File: config.mk
export PLATFORM = sky130hd
export DESIGN_NAME = hwag_event_sched_flat
export DESIGN_NICKNAME = d
export VERILOG_FILES = /design/src/rtl/hwag_sched_pkg.sv /design/src/rtl/hwag_event_sched_if.sv /design/src/rtl/hwag_angle_window.sv /design/src/rtl/hwag_event_sched.sv /design/src/flat_wrapper.sv
export SDC_FILE = /design/constraint.sdc
export NUM_CORES = 1
export LEC_CHECK = 0
export CORE_ASPECT_RATIO = 1.1
export CORE_UTILIZATION = 40
export CTS_CLUSTER_DIAMETER = 40
export DETAILED_ROUTE_END_ITERATION = 8
export PLACE_DENSITY = 0.68
export SYNTH_ARGS = -nofsm -noshare
export SYNTH_HDL_FRONTEND = slang
export SYNTH_HIERARCHICAL = 1
export SYNTH_SLANG_ARGS = --single-unit
File: constraint.sdc
create_clock -name i_clk -period 3.4 [get_ports i_clk]
set_input_delay 0.68 -clock i_clk [delete_from_list [all_inputs] [get_ports i_clk]]
set_output_delay 0.68 -clock i_clk [all_outputs]
set_load 0.01 [all_outputs]
File: src/rtl/hwag_sched_pkg.sv
// hwag_sched_pkg: shared constants and types for the angle-event scheduler
// Provides CH/AW/ANGLE_TOP, the channel index width, angle_t, window_t and the on/off select codes.
package hwag_sched_pkg;
   localparam int CH = 8;
   localparam int AW = 24;
   localparam int ANGLE_TOP = 3839;
   localparam int CW = $clog2(CH);
   typedef logic [AW-1:0] angle_t;
   typedef struct packed {
      angle_t on;
      angle_t off;
   } window_t;
   localparam logic CFG_ON = 1'b0;
   localparam logic CFG_OFF = 1'b1;
endpackage

File: src/rtl/hwag_event_sched_if.sv
// hwag_event_sched_if: angle/config/mask bus into the scheduler and channel/event outputs back
// master drives ena, acnt, cfg_*, ch_mask; slave (the scheduler) drives ch_out, ev_*, cfg_err.
interface hwag_event_sched_if;
   import hwag_sched_pkg::*;
   logic ena;
   angle_t acnt;
   logic cfg_we;
   logic [CW-1:0] cfg_ch;
   logic cfg_sel;
   angle_t cfg_data;
   logic [CH-1:0] ch_mask;
   logic [CH-1:0] ch_out;
   logic ev_if;
   logic [CW-1:0] ev_ch;
   logic ev_lvl;
   logic cfg_err;
   modport master (
      output ena, acnt, cfg_we, cfg_ch, cfg_sel, cfg_data, ch_mask,
      input ch_out, ev_if, ev_ch, ev_lvl, cfg_err
   );
   modport slave (
      input ena, acnt, cfg_we, cfg_ch, cfg_sel, cfg_data, ch_mask,
      output ch_out, ev_if, ev_ch, ev_lvl, cfg_err
   );
endinterface

File: src/rtl/hwag_angle_window.sv
// hwag_angle_window: combinational wrap-aware angle window test
// Ports: i_angle (angle under test), i_win (on/off pair), o_in (angle lies inside the window).
module hwag_angle_window
   import hwag_sched_pkg::*;
(
   input  angle_t  i_angle,
   input  window_t i_win,
   output logic    o_in
);
   // on==off means the channel is disabled; on>off is a window spanning the angle wrap
   always_comb
      o_in = (i_win.on < i_win.off) ? (i_angle >= i_win.on) && (i_angle < i_win.off) :
             (i_win.on > i_win.off) ? (i_angle >= i_win.on) || (i_angle < i_win.off) : 1'b0;
endmodule

File: src/rtl/hwag_event_sched.sv
// hwag_event_sched: round-robin angle-window scheduler driving CH channel outputs
// Ports: i_clk; i_rst_n (async, active-low); bus (slave): ena/acnt/cfg_*/ch_mask in,
// ch_out/ev_if/ev_ch/ev_lvl/cfg_err out.
module hwag_event_sched
   import hwag_sched_pkg::*;
(
   input logic i_clk,
   input logic i_rst_n,
   hwag_event_sched_if.slave bus
);
   logic [CW-1:0] r_ptr, r_idx_q, r_ev_ch;
   angle_t r_acnt_q;
   window_t r_shadow [CH];
   window_t r_active [CH];
   logic [CH-1:0] r_pend, r_ch_out;
   logic r_res_q, r_valid, r_ev_if, r_ev_lvl, r_cfg_err;
   logic w_in, w_wr_bad, w_wr_ok;

   assign w_wr_bad = bus.cfg_we & (bus.cfg_data > angle_t'(ANGLE_TOP));
   assign w_wr_ok = bus.cfg_we & ~w_wr_bad;

   hwag_angle_window u_win (
      .i_angle (r_acnt_q),
      .i_win   (r_active[r_ptr]),
      .o_in    (w_in)
   );

   always_ff @(posedge i_clk or negedge i_rst_n)
      if (!i_rst_n) begin
         r_ptr <= '0;
         r_acnt_q <= '0;
         r_pend <= '0;
         r_res_q <= 1'b0;
         r_idx_q <= '0;
         r_valid <= 1'b0;
         r_ch_out <= '0;
         r_ev_if <= 1'b0;
         r_ev_ch <= '0;
         r_ev_lvl <= 1'b0;
         r_cfg_err <= 1'b0;
         for (int k = 0; k < CH; k++) begin
            r_shadow[k] <= '0;
            r_active[k] <= '0;
         end
      end else begin
         r_ptr <= bus.ena ? r_ptr + CW'(1) : '0;
         // one coherent angle sample per sweep; tracks acnt while idle so a restart sees a fresh value
         if (!bus.ena || r_ptr == CW'(CH - 1))
            r_acnt_q <= bus.acnt;
         r_valid <= bus.ena;
         r_res_q <= w_in & bus.ch_mask[r_ptr] & bus.ena;
         r_idx_q <= r_ptr;
         // the forced clear on ena drop produces no event
         r_ev_if <= bus.ena & r_valid & (r_ch_out[r_idx_q] != r_res_q);
         r_ev_ch <= r_idx_q;
         r_ev_lvl <= r_res_q;
         if (!bus.ena)
            r_ch_out <= '0;
         else if (r_valid)
            r_ch_out[r_idx_q] <= r_res_q;
         r_cfg_err <= w_wr_bad;
         for (int k = 0; k < CH; k++) begin
            // commit only while the channel is off so a live pulse keeps its window
            if (r_pend[k] && (!bus.ena || (r_ptr == CW'(k) && !r_ch_out[k]))) begin
               r_active[k] <= r_shadow[k];
               r_pend[k] <= 1'b0;
            end
            // a same-cycle write wins over the commit clear, so the new value commits later
            if (w_wr_ok && bus.cfg_ch == CW'(k)) begin
               r_pend[k] <= 1'b1;
               if (bus.cfg_sel == CFG_OFF)
                  r_shadow[k].off <= bus.cfg_data;
               else
                  r_shadow[k].on <= bus.cfg_data;
            end
         end
      end

   assign bus.ch_out = r_ch_out;
   assign bus.ev_if = r_ev_if;
   assign bus.ev_ch = r_ev_ch;
   assign bus.ev_lvl = r_ev_lvl;
   assign bus.cfg_err = r_cfg_err;
endmodule

File: src/flat_wrapper.sv
// flat-port wrapper written by rule: the top's interface ports become plain ports
module hwag_event_sched_flat import hwag_sched_pkg::*;
  (i_clk, i_rst_n, bus_ena, bus_acnt, bus_cfg_we, bus_cfg_ch, bus_cfg_sel, bus_cfg_data, bus_ch_mask, bus_ch_out, bus_ev_if, bus_ev_ch, bus_ev_lvl, bus_cfg_err);
  hwag_event_sched_if bus_i ();
  input logic i_clk;
  input logic i_rst_n;
  input wire logic [$bits(bus_i.ena)-1:0] bus_ena;
  input wire logic [$bits(bus_i.acnt)-1:0] bus_acnt;
  input wire logic [$bits(bus_i.cfg_we)-1:0] bus_cfg_we;
  input wire logic [$bits(bus_i.cfg_ch)-1:0] bus_cfg_ch;
  input wire logic [$bits(bus_i.cfg_sel)-1:0] bus_cfg_sel;
  input wire logic [$bits(bus_i.cfg_data)-1:0] bus_cfg_data;
  input wire logic [$bits(bus_i.ch_mask)-1:0] bus_ch_mask;
  output wire logic [$bits(bus_i.ch_out)-1:0] bus_ch_out;
  output wire logic [$bits(bus_i.ev_if)-1:0] bus_ev_if;
  output wire logic [$bits(bus_i.ev_ch)-1:0] bus_ev_ch;
  output wire logic [$bits(bus_i.ev_lvl)-1:0] bus_ev_lvl;
  output wire logic [$bits(bus_i.cfg_err)-1:0] bus_cfg_err;
  assign bus_i.ena = bus_ena;
  assign bus_i.acnt = bus_acnt;
  assign bus_i.cfg_we = bus_cfg_we;
  assign bus_i.cfg_ch = bus_cfg_ch;
  assign bus_i.cfg_sel = bus_cfg_sel;
  assign bus_i.cfg_data = bus_cfg_data;
  assign bus_i.ch_mask = bus_ch_mask;
  assign bus_ch_out = bus_i.ch_out;
  assign bus_ev_if = bus_i.ev_if;
  assign bus_ev_ch = bus_i.ev_ch;
  assign bus_ev_lvl = bus_i.ev_lvl;
  assign bus_cfg_err = bus_i.cfg_err;
  hwag_event_sched u_core (.i_clk(i_clk), .i_rst_n(i_rst_n), .bus(bus_i));
endmodule
# == Word-level counts from Yosys, hierarchy flattened ==
# Cells that the tools add are included.
# word_totals
ff_bits,822
in_bits,64
# op_classes
add_sub_neg,1
n_lt_le_gt_ge,9
n_eq_ne,16
mux,31
bitwise_logic,9
reduce_logical,71
# ops
operator,n
$bmux 48 s3,1
$mux 48,2
$lt 24x24->1,2
$reduce_and 2->1,16
$logic_and 1x1->1,26
$eq 3x3->1 const B,8
$ge 24x24->1,1
$gt 24x12->1 const B,1
$gt 24x24->1,1
$mux 1,21
$mux 8,2
$reduce_bool 2->1,8
$eq 3x2->1 const B,4
$logic_or 1x1->1,10
$logic_not 1->1,9
$bwmux 8,1
$lt 3x4->1 const B,2
$and 1x1->1,6
$bmux 1 s3,2
$eq 3x1->1 const B,2
$logic_not 3->1,2
$ge 4x4->1 const B,1
$not 3->4,1
$add 3x1->3 const B,1
6 further kinds,7

# == Depth between registers and ports, before layout ==
# Gate-level depths: netlist of run 1.
# depth
ltp_word,10
depth_mapped,17
depth_no_buf,14

# == Modules after synthesis ==
# The synthesis of run 1 kept the hierarchy.
# modules_own_cells
module,n_inst,cells_per_inst,area_per_inst_um2
hwag_event_sched,1,2105,32680.1
hwag_angle_window,1,226,1676.6

# == Worst setup path after synthesis of run 1 ==
# OpenSTA, ideal clock, no wires.
# synth_path
kind,reg-to-reg
start,register u_core.r_ptr[0]
end,register u_core.r_res_q
arrival_ns,3.418
required_time_ns,3.280
setup_slack_ns,-0.138
path_stages_with_launch,17
path_buffers,2
synth_period_minus_slack_ns,3.538
path_cell_list,dfrtp_1 clkbuf_1 buf_1 mux4_2 nand2_1 nand2_1 inv_1 ha_1 a21o_1 a21o_1 a221o_1 a221oi_2 o21ai_1 o32ai_1 mux2i_1 nand2_1 a21oi_1
# synth_via
elab_chain_cells,10
elab_cells_between_ends,16
cone_classes,order compare (4); mux (7); bitwise (3); reduce/logical (2)
# synth_lines
item,line_no,source
start: declaration,hwag_event_sched.sv:11,"logic [CW-1:0] r_ptr, r_idx_q, r_ev_ch;"
start signal: assignment,hwag_event_sched.sv:46,r_ptr <= bus.ena ? r_ptr + CW'(1) : '0;
$not 3->4 (implied by the code) (*),hwag_event_sched.sv:24,".i_win (r_active[r_ptr]),"
$bmux 48 s3 (*),hwag_event_sched.sv:24,
$mux 48 (implied by the code) (*) (2 in series),hwag_event_sched.sv:24,
$ge 24x24->1 or $lt 24x24->1 (tied branches),"hwag_angle_window.sv:12, hwag_angle_window.sv:13",
$logic_or 1x1->1,hwag_angle_window.sv:13,(i_win.on > i_win.off) ? (i_angle >= i_win.on) || (i_angle < i_win.off) : 1'b0;
$mux 1,hwag_angle_window.sv:13,
$mux 1 (*),hwag_angle_window.sv:12,o_in = (i_win.on < i_win.off) ? (i_angle >= i_win.on) && (i_angle < i_win.off) :
net u_core.w_in,hwag_event_sched.sv:17,"logic w_in, w_wr_bad, w_wr_ok;"
$and 1x1->1 (*) (2 in series),hwag_event_sched.sv:51,r_res_q <= w_in & bus.ch_mask[r_ptr] & bus.ena;
end signal: assignment,hwag_event_sched.sv:51,
end: declaration,hwag_event_sched.sv:16,"logic r_res_q, r_valid, r_ev_if, r_ev_lvl, r_cfg_err;"
# The timed path passes the listed nets; every way through them passes the cells marked *. The select of a mux whose other input is x is not followed.
# A chain may end at the register's enable or synchronous reset.

# == Worst setup path after layout of run 1 ==
# Same ends and word-level chain as after synthesis.

==> results of run 1 <==
-- final cells by class --
type                       count  area, um2
multi-input combinational   1316      13300
tap                         1140       1430
clock buffer                 121       2790
timing repair buffer         211       2370
inverter                      62        233
clock inverter                75        806
sequential                   822      20600
fill                        7144      43400
-- state kept, by name (all words and copies together) (netlist names) --
signal	flops
u_core/r_ptr	3
u_core/r_res_q	1
u_core/r_idx_q	3
u_core/r_valid	1
u_core/r_acnt_q	24
u_core/bus.cfg_err	1
u_core/r_active	384
u_core/r_shadow	384
u_core/bus.ev_lvl	1
u_core/bus.ev_if	1
u_core/r_pend	8
u_core/bus.ch_out	8
u_core/bus.ev_ch	3
-- worst max-delay path by stage --
| stage | from | to | slack, ns | cells past startpoint |
|---|---|---|---|---|
| final | u_core/r_ptr[0] | u_core/r_res_q | -0.005 | 16 |
| after global routing | u_core/r_ptr[0] | u_core/r_res_q | -0.09 | 16 |
| after CTS | u_core/r_ptr[0] | u_core/r_res_q | 0.02 | 15 |
| after detailed placement | u_core/r_ptr[0] | u_core/r_res_q | -0.16 | 14 |
| after global placement | u_core/r_ptr[0] | u_core/r_res_q | -0.05 | 14 |
| after floorplan | u_core/r_ptr[0] | u_core/r_res_q | 0.0006 | 15 |
-- cell usage after synthesis (2+ instances only) --
cell	number
nand4_1	9
o21ai_0	10
nor3_1	5
nor3b_1	2
or3_1	2
a211oi_1	4
nor3_2	11
nor2b_1	181
a21oi_1	27
o31ai_1	5
a21o_1	14
mux2_1	19
or4_1	2
mux2i_1	10
and4_1	2
nand2b_1	8
nand4b_1	2
o32ai_1	3
dfrtp_1	822
nand3_1	6
clkbuf_1	83
buf_2	23
a21boi_1	2
buf_1	24
mux4_2	100
mux2_2	581
nand4_2	2
nor2_1	11
and2_1	28
nor4_2	5
ha_1	77
inv_1	61
o22ai_1	5
nand2_1	173
-- cells by family (layout without fill, tap and decap cells) --
kind of cell | count (synthesis) | in the layout | synth area share (%)
AOI/OAI and AO/OA | 77 | 77 | 1.44
xor gates and xnor gates | 1 | 1 | 0.0255
and+or+nand+nor | 451 | 451 | 7.13
buffers and inverters | 193 | 469 | 2.21
adders and majority gates | 77 | 77 | 2.80
muxes | 710 | 710 | 26.5
DFF | 822 | 822 | 59.9
-- metrics by stage --
stage	util, %	instances	area [um2]	worst slack, ns
after floorplan	-	2331	34400	0.000584
after global placement	44.1	3526	37500	-0.0454
after detailed placement	44.1	3526	37500	-0.156
after CTS	48.5	3729	41200	0.0176
after global routing	48.9	3747	41500	-0.0901
final	48.9	3747	41500	-0.00539
-- worst max-delay path: stages, from the launching register on --
cell      delay, ns
dfrtp_4        0.50
buf_12         0.15
buf_4          0.15
buf_16         0.16
mux4_2         0.44
nand2_1        0.08
nand2_1        0.08
ha_1           0.27
nand2b_1       0.15
a21o_1         0.19
a211o_1        0.32
a211oi_2       0.23
o21ai_1        0.14
o32ai_1        0.13
mux2i_1        0.16
nand2_1        0.10
a21oi_2        0.03
-- metal layers --
metal	wire length (um)	up-vias
li1	-	8581
met1	37800	10645
met2	42000	501
met3	4140	138
met4	2600	0
met5	0	-
-- power by group --
group          internal (mW)  switching (mW)  leakage (nW)  total, mW
Clock                   6.68            4.49          1.73       11.2
Sequential              9.83          0.0708          11.4       9.90
Combinational          0.410           0.602          7.29       1.01
-- placed cells by master, fill, tap and decap left out, drive strengths merged, types with 2 or more instances in the layout --
cell | Yosys | routed
mux2i | 10 | 10
dfrtp | 822 | 822
o32ai | 3 | 3
a211oi | 4 | 4
or3 | 2 | 2
o22ai | 5 | 5
nand2 | 173 | 173
and4 | 3 | 3
a21boi | 2 | 2
clkdlybuf4s50 | 0 | 76
and2 | 28 | 28
or4 | 2 | 2
nand3 | 6 | 6
nor3 | 16 | 16
mux2 | 600 | 600
buf | 48 | 134
o31ai | 5 | 5
nor2 | 11 | 11
bufinv | 0 | 9
mux4 | 100 | 100
nand4 | 11 | 11
inv | 62 | 80
clkbuf | 83 | 122
ha | 77 | 77
clkinv | 0 | 33
nand2b | 8 | 8
nand4b | 2 | 2
a21oi | 27 | 27
o21ai | 11 | 11
a21o | 14 | 14
nor3b | 2 | 2
nor2b | 181 | 181
clkinvlp | 0 | 15
nor4 | 5 | 5
-- what timing repair did --
action                                  CTS  global route
buffers inserted                          5            17
gates cloned                              2             1
endpoints found under the setup margin    1             1
gates resized for setup                   9            49
pin swaps                                 2            18
==> flow_metrics.env, run 1 <==
export IMPL_status="finished with violations"
export IMPL_violations="setup timing"
export IMPL_setup_violations=1
export IMPL_syn_to_final_growth_pct=20.8
export IMPL_die_h_um=309
export IMPL_max_cap_viol_count=0
export IMPL_r2r_start="u_core/r_ptr[0]"
export IMPL_fin_hold_ws_ns=0.0177
export IMPL_hold_viol=0
export IMPL_cts_tree="built"
export IMPL_holdBufCountCts=0
export IMPL_wire_per_inst_um=23.1
export IMPL_cts_sinks=822
export IMPL_grt_start_max_net_pins=116
export IMPL_routabilityCongestion=0.854
export IMPL_pwr_density_cell_nw_per_um2=532
export IMPL_yosys_area_top_type_share_pct=59.9
export IMPL_drt_iter0_drc=1267
export IMPL_synthFlopType="dfrtp_1"
export IMPL_dp_hpwl_um=53300
export IMPL_die_area_um2=87100
export IMPL_ir_worst_vdd_v=0.000423
export IMPL_regToRegSetupSlack_ns=-0.005
export IMPL_ios=78
export IMPL_slew_headroom_pct=26.6
export IMPL_antenna_found_initial=1
export IMPL_min_period_ns=3.41
export IMPL_track_usage_pct=20.5
export IMPL_clock_skew_ns=0.0221
export IMPL_wl_um=86500
export IMPL_port_buffers=77
export IMPL_grt_first_pass_wirelength_um=135000
export IMPL_yosysWarnings=6
export IMPL_r2r_end="u_core/r_res_q"
export IMPL_fin_setup_tns_ns=-0.00539
export IMPL_r2r_cells=16
export IMPL_grtUsageMet3_pct=3.09
export IMPL_via_count=19865
export IMPL_end_kind="register"
export IMPL_design_power_total_mw=22.1
export IMPL_n_antenna_cell=0
export IMPL_gr_total_overflow=0
export IMPL_fin_ws_ns=-0.00539
export IMPL_core_area_um2=84900
export IMPL_required_ns=3.95
export IMPL_ys_ff_latch=822
export IMPL_start_kind="register"
export IMPL_worstSkewPairLatency_ns=0.67
export IMPL_rsz0062_at_grt="yes"
export IMPL_cts_clk_slew_worst_paths_ns=0.06
export IMPL_worstPathArrival_ns=3.95
export IMPL_postSynthAreaPerCell_um2=14.7
export IMPL_drive_gt1_share_pct=41.5
export IMPL_rows=112
export IMPL_syn_nets=2472
export IMPL_antenna_left=0
export IMPL_start_util_pct=40.5
export IMPL_finalCritPeriodShare_pct=100
export IMPL_cp_max_fo=9
export IMPL_finalMaxSlewViolations=0
export IMPL_grtUsageMet2_pct=33.5
export IMPL_num_nets_final=2659
export IMPL_grt_pass1_vias=21816
export IMPL_htree_levels=3
export IMPL_synth_edf_count=0
export IMPL_top_usage_layer="met2"
export IMPL_synth_top_area_cell="dfrtp_1"
export IMPL_ys_types=46
export IMPL_grtUsageMet1_pct=27.9
export IMPL_tightest_slew_ns=1.10
export IMPL_max_clock_path_buffers=3
export IMPL_timing_fmax_mhz=294
export IMPL_p_leak_nw=20.4
export IMPL_numCtsBuffers=105
export IMPL_chipWidth_um=281
export IMPL_netlist_instances=2331
export IMPL_seq_area_frac_synth_pct=59.9
export IMPL_worst_setup_path_type="register to register"
export IMPL_async_flop_share_pct=100
export IMPL_drt_pass1_iter_count=5
export IMPL_hold_path_class="primary input to async pin"
export IMPL_avgViaCountPerCell=5.30
export IMPL_synthTopCellsByArea="dfrtp_1 60%, mux2_2 19%, mux4_2 6.6%, nor2b_1 3.3%, ha_1 2.8%"
export IMPL_syn_area_um2=34400
export IMPL_cts_root_buffer="clkbuf_16"
export IMPL_drcViolationCount=0
Note: power is estimated with default switching activity, not from simulation.
==> inputs of run 2 (changes only) <==
CORE_ASPECT_RATIO = 1.4   (was 1.1)
SKIP_CTS_REPAIR_TIMING = 1   (was unset)
==> run 2 against run 1 <==
Net effect: global-route usage decreased by 0.34 points; final cell count decreased by 2.2%; clock skew increased by 0.0028 ns; flip-flop and latch count unchanged; fmax increased by 0.25%; critical path type unchanged; highest routed layer unchanged; clock-buffer cell count decreased by 16; combinational power decreased by 6%; sequential share of layout area increased by 0.69 points; the flow now finishes without violations; final area decreased by 1.4%; total power decreased by 6.6%; first-iteration DRC count decreased by 8.0%.
==> flow_metrics.env, run 2 (same netlist as run 1, synthesis figures left out) <==
export IMPL_hold_end="u_core/r_shadow[359]"
export IMPL_core_area_um2=84700
export IMPL_rows=126
export IMPL_max_stage_delay_ns=0.54
export IMPL_setup_violations=0
export IMPL_design_area_um2=40900
export IMPL_r2r_end="u_core/r_res_q"
export IMPL_antenna_found_initial=0
export IMPL_finalMaxSlewViolations=0
export IMPL_cpMostUsedCell="nand2_1"
export IMPL_wire_per_inst_um=23.4
export IMPL_final_cell_mix="819 x dfrtp_1, 581 x mux2_2, 180 x nor2b_1, 159 x nand2_1, 100 x mux4_2"
export IMPL_cp_slowest_cell="dfrtp_4"
export IMPL_status="finished clean"
export IMPL_drcViolationCount=0
export IMPL_avgViaCountPerCell=5.38
export IMPL_grt_start_max_net_pins=97
export IMPL_wl_met2_um=43700
export IMPL_cts_tree="built"
export IMPL_worst_setup_path_type="register to register"
export IMPL_routabilityCongestion=0.887
export IMPL_num_nets_final=2647
export IMPL_ir_worst_vdd_v=0.000341
export IMPL_tightest_slew_ns=1.10
export IMPL_start_util_pct=40.6
export IMPL_dpl_instance_area_um2=37500
export IMPL_required_ns=3.96
export IMPL_clock_skew_ns=0.0249
export IMPL_top_regs="u_core/r_active x384, u_core/r_shadow x384, u_core/r_acnt_q x24"
export IMPL_crit_chain="buf_6 > clkbuf_16 > mux4_2 > nand2_1 > nand2_1 > inv_1 > ha_1 > and4_2 > a221o_1 > a221oi_2 > o21ai_2 > o32ai_2 > mux2i_1 > nand2_1 > a21oi_2"
export IMPL_die_area_um2=87100
export IMPL_end_kind="register"
export IMPL_r2r_start="u_core/r_ptr[0]"
export IMPL_track_usage_pct=20.2
export IMPL_max_clock_path_buffers=3
export IMPL_n_antenna_cell=0
export IMPL_drt_pass1_iter_count=7
export IMPL_grt_pass1_vias=21853
export IMPL_timing_fmax_mhz=294
export IMPL_slew_headroom_pct=26.4
export IMPL_gr_total_overflow=0
export IMPL_drt_iter0_drc=1166
export IMPL_dp_hpwl_um=53800
export IMPL_cts_sinks=822
export IMPL_numCtsBuffers=89
export IMPL_grt_first_pass_wirelength_um=133000
export IMPL_rsz0062_at_grt="yes"
export IMPL_dr_max_layer_used="met4"
export IMPL_finalCritPeriodShare_pct=99.9
export IMPL_worstPathArrival_ns=3.95
export IMPL_cts_root_buffer="clkbuf_16"
export IMPL_hold_viol=0
export IMPL_die_h_um=349
export IMPL_start_kind="register"
export IMPL_regToRegSetupSlack_ns=0.003
export IMPL_cp_max_fo=10
export IMPL_wl_um=85700
export IMPL_met3_length_um=3300
export IMPL_chipWidth_um=250
export IMPL_final_common_cell="dfrtp_1"
export IMPL_r2r_cells=15
export IMPL_drive_gt1_share_pct=40.3
export IMPL_hold_path_class="register to register"
export IMPL_met1Wirelength_um=35900
export IMPL_p_leak_nw=20.2
export IMPL_antenna_left=0
export IMPL_pwr_density_cell_nw_per_um2=504
export IMPL_htree_levels=3
export IMPL_hold_depth=1
export IMPL_worstSkewPairLatency_ns=0.66
export IMPL_syn_to_final_growth_pct=19.2
export IMPL_port_buffers=77
export IMPL_utilization_pct=48.4
export IMPL_via_count=19711
export IMPL_min_delay_start="u_core/r_shadow[359]"
export IMPL_min_period_ns=3.40
export IMPL_cts_clk_slew_worst_paths_ns=0.06
export IMPL_max_cap_viol_count=0
export IMPL_ios=78
[run 2: cell count changes in the layout (fill, tap and decap cells not counted), moves of 3 or more]
| cell | previous run | this run |
|---|---|---|
| clkinv_4 | 15 | 6 |
| clkinv_8 | 1 | 5 |
| clkinv_2 | 17 | 11 |
| clkinvlp_4 | 15 | 12 |
| bufinv_16 | 9 | 5 |
| buf_12 | 41 | 44 |
| inv_1 | 52 | 55 |
| nand2_1 | 152 | 159 |
| clkbuf_16 | 107 | 91 |
| inv_2 | 10 | 6 |
| nand2_2 | 21 | 12 |
| o21ai_1 | 4 | 1 |
| o21ai_0 | 6 | 9 |
[run 2: final cells by class]
| type | instances | area [um2] |
|---|---|---|
| fillers | 7011 | 43700 |
| flip-flops and latches | 822 | 20600 |
| multi-input cells | 1316 | 13300 |
| repair buffers | 215 | 2440 |
| clock buffers | 105 | 2360 |
| well taps | 1088 | 1360 |
| clock inverters | 58 | 666 |
| inverters | 62 | 235 |
[run 2: layer usage]
layer  vias to the layer above  track usage [%]
met2                       412             35.1
met1                     10613             25.3
met4                         0             7.72
li1                       8532                -
met3                       154             2.88
met5                         -                0
[run 2: how the worst max path moves through the flow]
| stage | start | to | cells after the start |
|---|---|---|---|
| 4_1_cts | u_core/r_ptr[0] | u_core/r_res_q | 15 |
| 3_5_place_dp | u_core/r_ptr[0] | u_core/r_res_q | 15 |
| 5_1_grt | u_core/r_ptr[0] | u_core/r_res_q | 17 |
| 6_report | u_core/r_ptr[0] | u_core/r_res_q | 15 |
| 3_3_place_gp | u_core/r_ptr[0] | u_core/r_res_q | 15 |
| 2_1_floorplan | u_core/r_ptr[0] | u_core/r_res_q | 15 |
[run 2: stage by stage]
stage	cells	setup WS, ns	TNS [ns]	hold WS, ns	total power [mW]
final	3666	0.00308	0	0.477	20.6
after global routing	3666	-0.0906	-0.0906	0.498	21.3
after CTS	3645	-0.210	-0.210	-0.0228	20.8
after detailed placement	3482	-0.170	-0.170	0.470	11.0
after global placement	3482	-0.112	-0.112	0.465	11.0
after floorplan	2331	0.000584	0	0.352	10.4
[run 2: critical path: cells and delay by family, from the launching register on]
family / cells / cell delay, ns
compound gates: 5 / 0.90
mux: 2 / 0.62
simple gates: 4 / 0.56
flops: 1 / 0.54
buf+inv: 3 / 0.43
fa+ha+maj: 1 / 0.23
[run 2: report_power, final]
part           total (mW)  switching (mW)  internal, mW
logic               0.952           0.573         0.379
registers            9.90          0.0739          9.82
clock network        9.78            4.27          5.51
total                20.6            4.91          15.7
==> inputs of run 3 (changes only) <==
PLACE_DENSITY = 0.65   (was 0.68)
clock period = 3.6 ns   (was 3.4 ns; I/O delays follow)
==> run 3 against run 2 <==
Net effect: global-route usage is 0.19 points higher; sequential share of layout area is 0.27 points higher; clock-buffer cell count is 9 higher; fmax is 0.49% higher; total power is 2.7% lower; critical endpoint unchanged; highest routed layer unchanged.
==> flow_metrics.env, run 3 (same netlist as run 1, synthesis figures left out) <==
export IMPL_ir_worst_vdd_v=0.000335
export IMPL_grt_first_pass_wirelength_um=134000
export IMPL_finalNonFillerCells=3640
export IMPL_grt_start_max_net_pins=95
export IMPL_final_cell_mix="819 x dfrtp_1, 581 x mux2_2, 181 x nor2b_1, 170 x nand2_1, 100 x mux4_2"
export IMPL_end_kind="register"
export IMPL_drt_pass1_iter_count=5
export IMPL_gr_total_overflow=0
export IMPL_cts_sinks=822
export IMPL_htree_levels=3
export IMPL_via_count=19532
export IMPL_die_h_um=349
export IMPL_drcViolationCount=0
export IMPL_start_kind="register"
export IMPL_core_area_um2=84700
export IMPL_setup_violations=0
export IMPL_startpoint="u_core/r_ptr[0]"
export IMPL_track_usage_pct=20.4
export IMPL_r2r_start="u_core/r_ptr[0]"
export IMPL_p_leak_nw=20.1
export IMPL_cp_max_fo=13
export IMPL_final_common_cell="dfrtp_1"
export IMPL_antenna_found_initial=0
export IMPL_tightest_slew_ns=0.949
export IMPL_cts_root_buffer="clkbuf_16"
export IMPL_drt_iter0_drc=1221
export IMPL_numCtsBuffers=91
export IMPL_hold_viol=0
export IMPL_n_antenna_cell=0
export IMPL_syn_to_final_growth_pct=18.5
export IMPL_fillCellCount=7051
export IMPL_port_buffers=77
export IMPL_clock_skew_ns=0.0255
export IMPL_grt_pass1_vias=21564
export IMPL_top_regs="u_core/r_active x384, u_core/r_shadow x384, u_core/r_acnt_q x24"
export IMPL_worstPathArrival_ns=3.92
export IMPL_required_ns=4.14
export IMPL_die_area_um2=87100
export IMPL_finalMaxSlewViolations=0
export IMPL_max_clock_path_buffers=3
export IMPL_start_util_pct=40.6
export IMPL_drive_gt1_share_pct=38.4
export IMPL_timing_fmax_mhz=296
export IMPL_hold_path_class="primary input to async pin"
export IMPL_status="finished clean"
export IMPL_worst_setup_path_type="register to register"
export IMPL_rows=126
export IMPL_worstSkewPairLatency_ns=0.66
export IMPL_r2r_cells=15
export IMPL_wl_um=86500
export IMPL_ios=78
export IMPL_dp_hpwl_um=53900
export IMPL_min_period_ns=3.38
export IMPL_slew_headroom_pct=36.5
export IMPL_wire_per_inst_um=23.8
export IMPL_cts_clk_slew_worst_paths_ns=0.06
export IMPL_rsz0062_at_grt="no"
export IMPL_max_cap_viol_count=0
export IMPL_place_inst=3465
export IMPL_finalCritPeriodShare_pct=93.9
export IMPL_routabilityCongestion=0.854
export IMPL_cts_tree="built"
export IMPL_chipWidth_um=250
export IMPL_antenna_left=0
export IMPL_fin_hold_ws_ns=0.0812
export IMPL_pwr_density_cell_nw_per_um2=493
export IMPL_avgViaCountPerCell=5.37
export IMPL_num_nets_final=2619
## run 3: cell types whose count changed in the layout (fill, tap and decap cells not counted), sizes merged, moves of 3 or more
cell	before	now
inv	80	73
clkbuf	107	116
buf	136	107
clkinvlp	12	4
clkinv	23	26
bufinv	5	12
## run 3: worst paths after layout
check / to / slack (ns)
setup / recovery: u_core/r_res_q / 0.22
hold / removal: u_core/r_shadow[215] / 0.08
setup reg to reg: u_core/r_res_q / 0.22
hold reg to reg: u_core/r_shadow[356] / 0.48
max in group asynchronous: u_core/r_ptr[0] / 2.39
min in group i_clk: u_core/r_shadow[356] / 0.48
## run 3: where the power goes
part / internal, mW / switching (mW) / total (mW)
Combinational: 0.351 / 0.550 / 0.902
Sequential: 9.28 / 0.0633 / 9.34
Clock: 5.90 / 3.93 / 9.83
Total: 15.5 / 4.55 / 20.1
## run 3: layer usage
metal,global-route usage (%),vias to the layer above,part of all wire (%)
met2,35.4,415,51
met4,6.48,0,2.4
met5,0,-,0
met1,26.4,10530,43
li1,-,8480,-
met3,2.43,107,3.5
## run 3: metrics by stage
stage               power [mW]  worst slack [ns]  TNS, ns  instance area, um2  utilization [%]
detailed placement        10.4          -0.00863  -0.0254               37400             44.1
global route              20.7            0.0431        0               40700             48.1
finish                    20.1             0.220        0               40700             48.1
floorplan                 9.83            0.0619        0               34400                -
CTS                       20.2             0.173        0               40600             48.0
global placement          10.4            0.0295        0               37400             44.1
## run 3: area by class of cell
cell class | count | area [um2] | share of cell area [%]
clock buffer | 114 | 2520 | 6.18
clock inverter | 53 | 713 | 1.75
inverter | 62 | 233 | 0.571
multi-input combinational | 1316 | 13200 | 32.3
sequential | 822 | 20600 | 50.5
tap | 1088 | 1360 | 3.34
timing repair buffer | 185 | 2170 | 5.32
## run 3: critical path, stage by stage (launching register included)
cell and delay (ns):
dfrtp_4 0.52, buf_4 0.18, clkbuf_16 0.21, mux4_2 0.52, nand2_1 0.09, nand2_1 0.12
inv_1 0.08, ha_1 0.23, and4_2 0.20, a221o_1 0.34, a221oi_2 0.28, o21ai_1 0.13
o32ai_1 0.13, mux2i_1 0.11, nand2_1 0.08, a21oi_1 0.04
==> variant (flow settings as in run 1) <==
`AW`: 24 -> 36.
--- a/src/rtl/hwag_sched_pkg.sv
+++ b/src/rtl/hwag_sched_pkg.sv
@@ -3,5 +3,5 @@
 package hwag_sched_pkg;
    localparam int CH = 8;
-   localparam int AW = 24;
+   localparam int AW = 36;
    localparam int ANGLE_TOP = 3839;
    localparam int CW = $clog2(CH);
Interface: changed (resized bus_acnt and bus_cfg_data); port bits go from 78 to 102. The function was not compared with the original's and may differ.
==> variant against run 1 <==
  * The flow still finishes with violations (setup timing)
  * Area after synthesis increased by 47%
  * Critical path type unchanged
  * Sequential cell count increased by 396
  * Critical path depth unchanged
  * First-iteration DRC count increased by 46%
  * Cell area increased by 49%
  * Total power increased by 49%
  * Sequential share of layout area decreased by 0.33 points
  * Final cell count increased by 48%
  * Largest power group unchanged
  * Worst setup slack got worse by 360 ps
  * Wire length increased by 45%
==> variant: results (changes against run 1) <==
Combinational logic power - 1490 uW (+48%)
Worst hold margin - 478 ps (+460 ps)
Share of cells above drive strength 1 - 40.0% (-1.5 points)
Crit path max fanout - 7 (-2)
Global-route wire length before repair - 193,000 um (+44%)
Clk Latency, worst-skew pair - 760 ps (+90 ps)
Count of final setup violators - 1 (unchanged)
Final setup skew - 28.1 ps (+6.00 ps)
GRT met2 Usage - 32.0% (-1.5 points)
DRT met1 WL - 57,700 um (+53%)
Post-CTS Hold Buffers - 1 (+1)
P_seq - 14,700 uW (+48%)
Top Registers - u_core/r_active (576), u_core/r_shadow (576), u_core/r_acnt_q (36)
Status - finished, violations left
VDD IR-drop max - 0.000485 V (+15%)
NetSw - 7610 uW (+48%)
Placed Area - 0.0557 mm^2 (+49%)
Via count - 29,000 (+46%)
TritonCTS buffer count - 156 (+49%)
Metal3 WL - 4460 um (+7.7%)
1st-iter DRT viols - 1,853 (+46%)
Setup ws final - -364 ps (-359 ps)
Unique masters post-synth - 57 (+24%)
CTS HTree Levels - 4 (+1)
Number of I/O port buffers - 101 (+31%)
Total track usage - 20.0% (-0.49 points)
Avg Inst Size Synth - 14.8 um^2 (+0.46%)
Critical path's top delay family - simple AND/OR/NAND/NOR gates
GRT met1 Usage - 28.0% (+0.15 points)
Int Pwr - 25,300 uW (+49%)
Fin nets - 3,964 (+49%)
Worst EP arrival - 4450 ps (+500 ps)
Failing checks - setup timing
Mapped Nets - 3,615 (+46%)
Via density per instance - 5.22 (-1.6%)
Met2 wire len - 60,000 um (+43%)
Register area share after synthesis - 60.3% (+0.42 points)
Cell total after placement - 5,228 (+48%)
Routed WL - 125,000 um (+45%)
-- variant: changes by cell type in the layout (fill, tap and decap cells not counted), sizes merged, moves of 25 or more --
cell / run 1 / this run
and2: 28 / 3
buf: 134 / 275
clkbuf: 122 / 193
dfrtp: 822 / 1218
ha: 77 / 113
inv: 80 / 116
mux2: 600 / 804
mux4: 100 / 148
nand2: 173 / 244
nor2b: 181 / 397
-- variant: logic make-up after synthesis --
kind of cell | share of synthesized area [%]
xor gates and xnor gates | 0.0173
and+or+nand+nor | 8.48
muxes | 24.7
DFF | 60.3
adders and majority gates | 2.80
AOI/OAI and AO/OA | 1.42
buffers and inverters | 2.31
-- variant: final cells by class --
type / instances / area [um^2]
fillers: 10600 / 63300
clock buffers: 193 / 4230
multi-input cells: 1925 / 19300
repair buffers: 376 / 4340
inverters: 86 / 324
well taps: 1656 / 2070
flip-flops and latches: 1218 / 30500
clock inverters: 94 / 1140
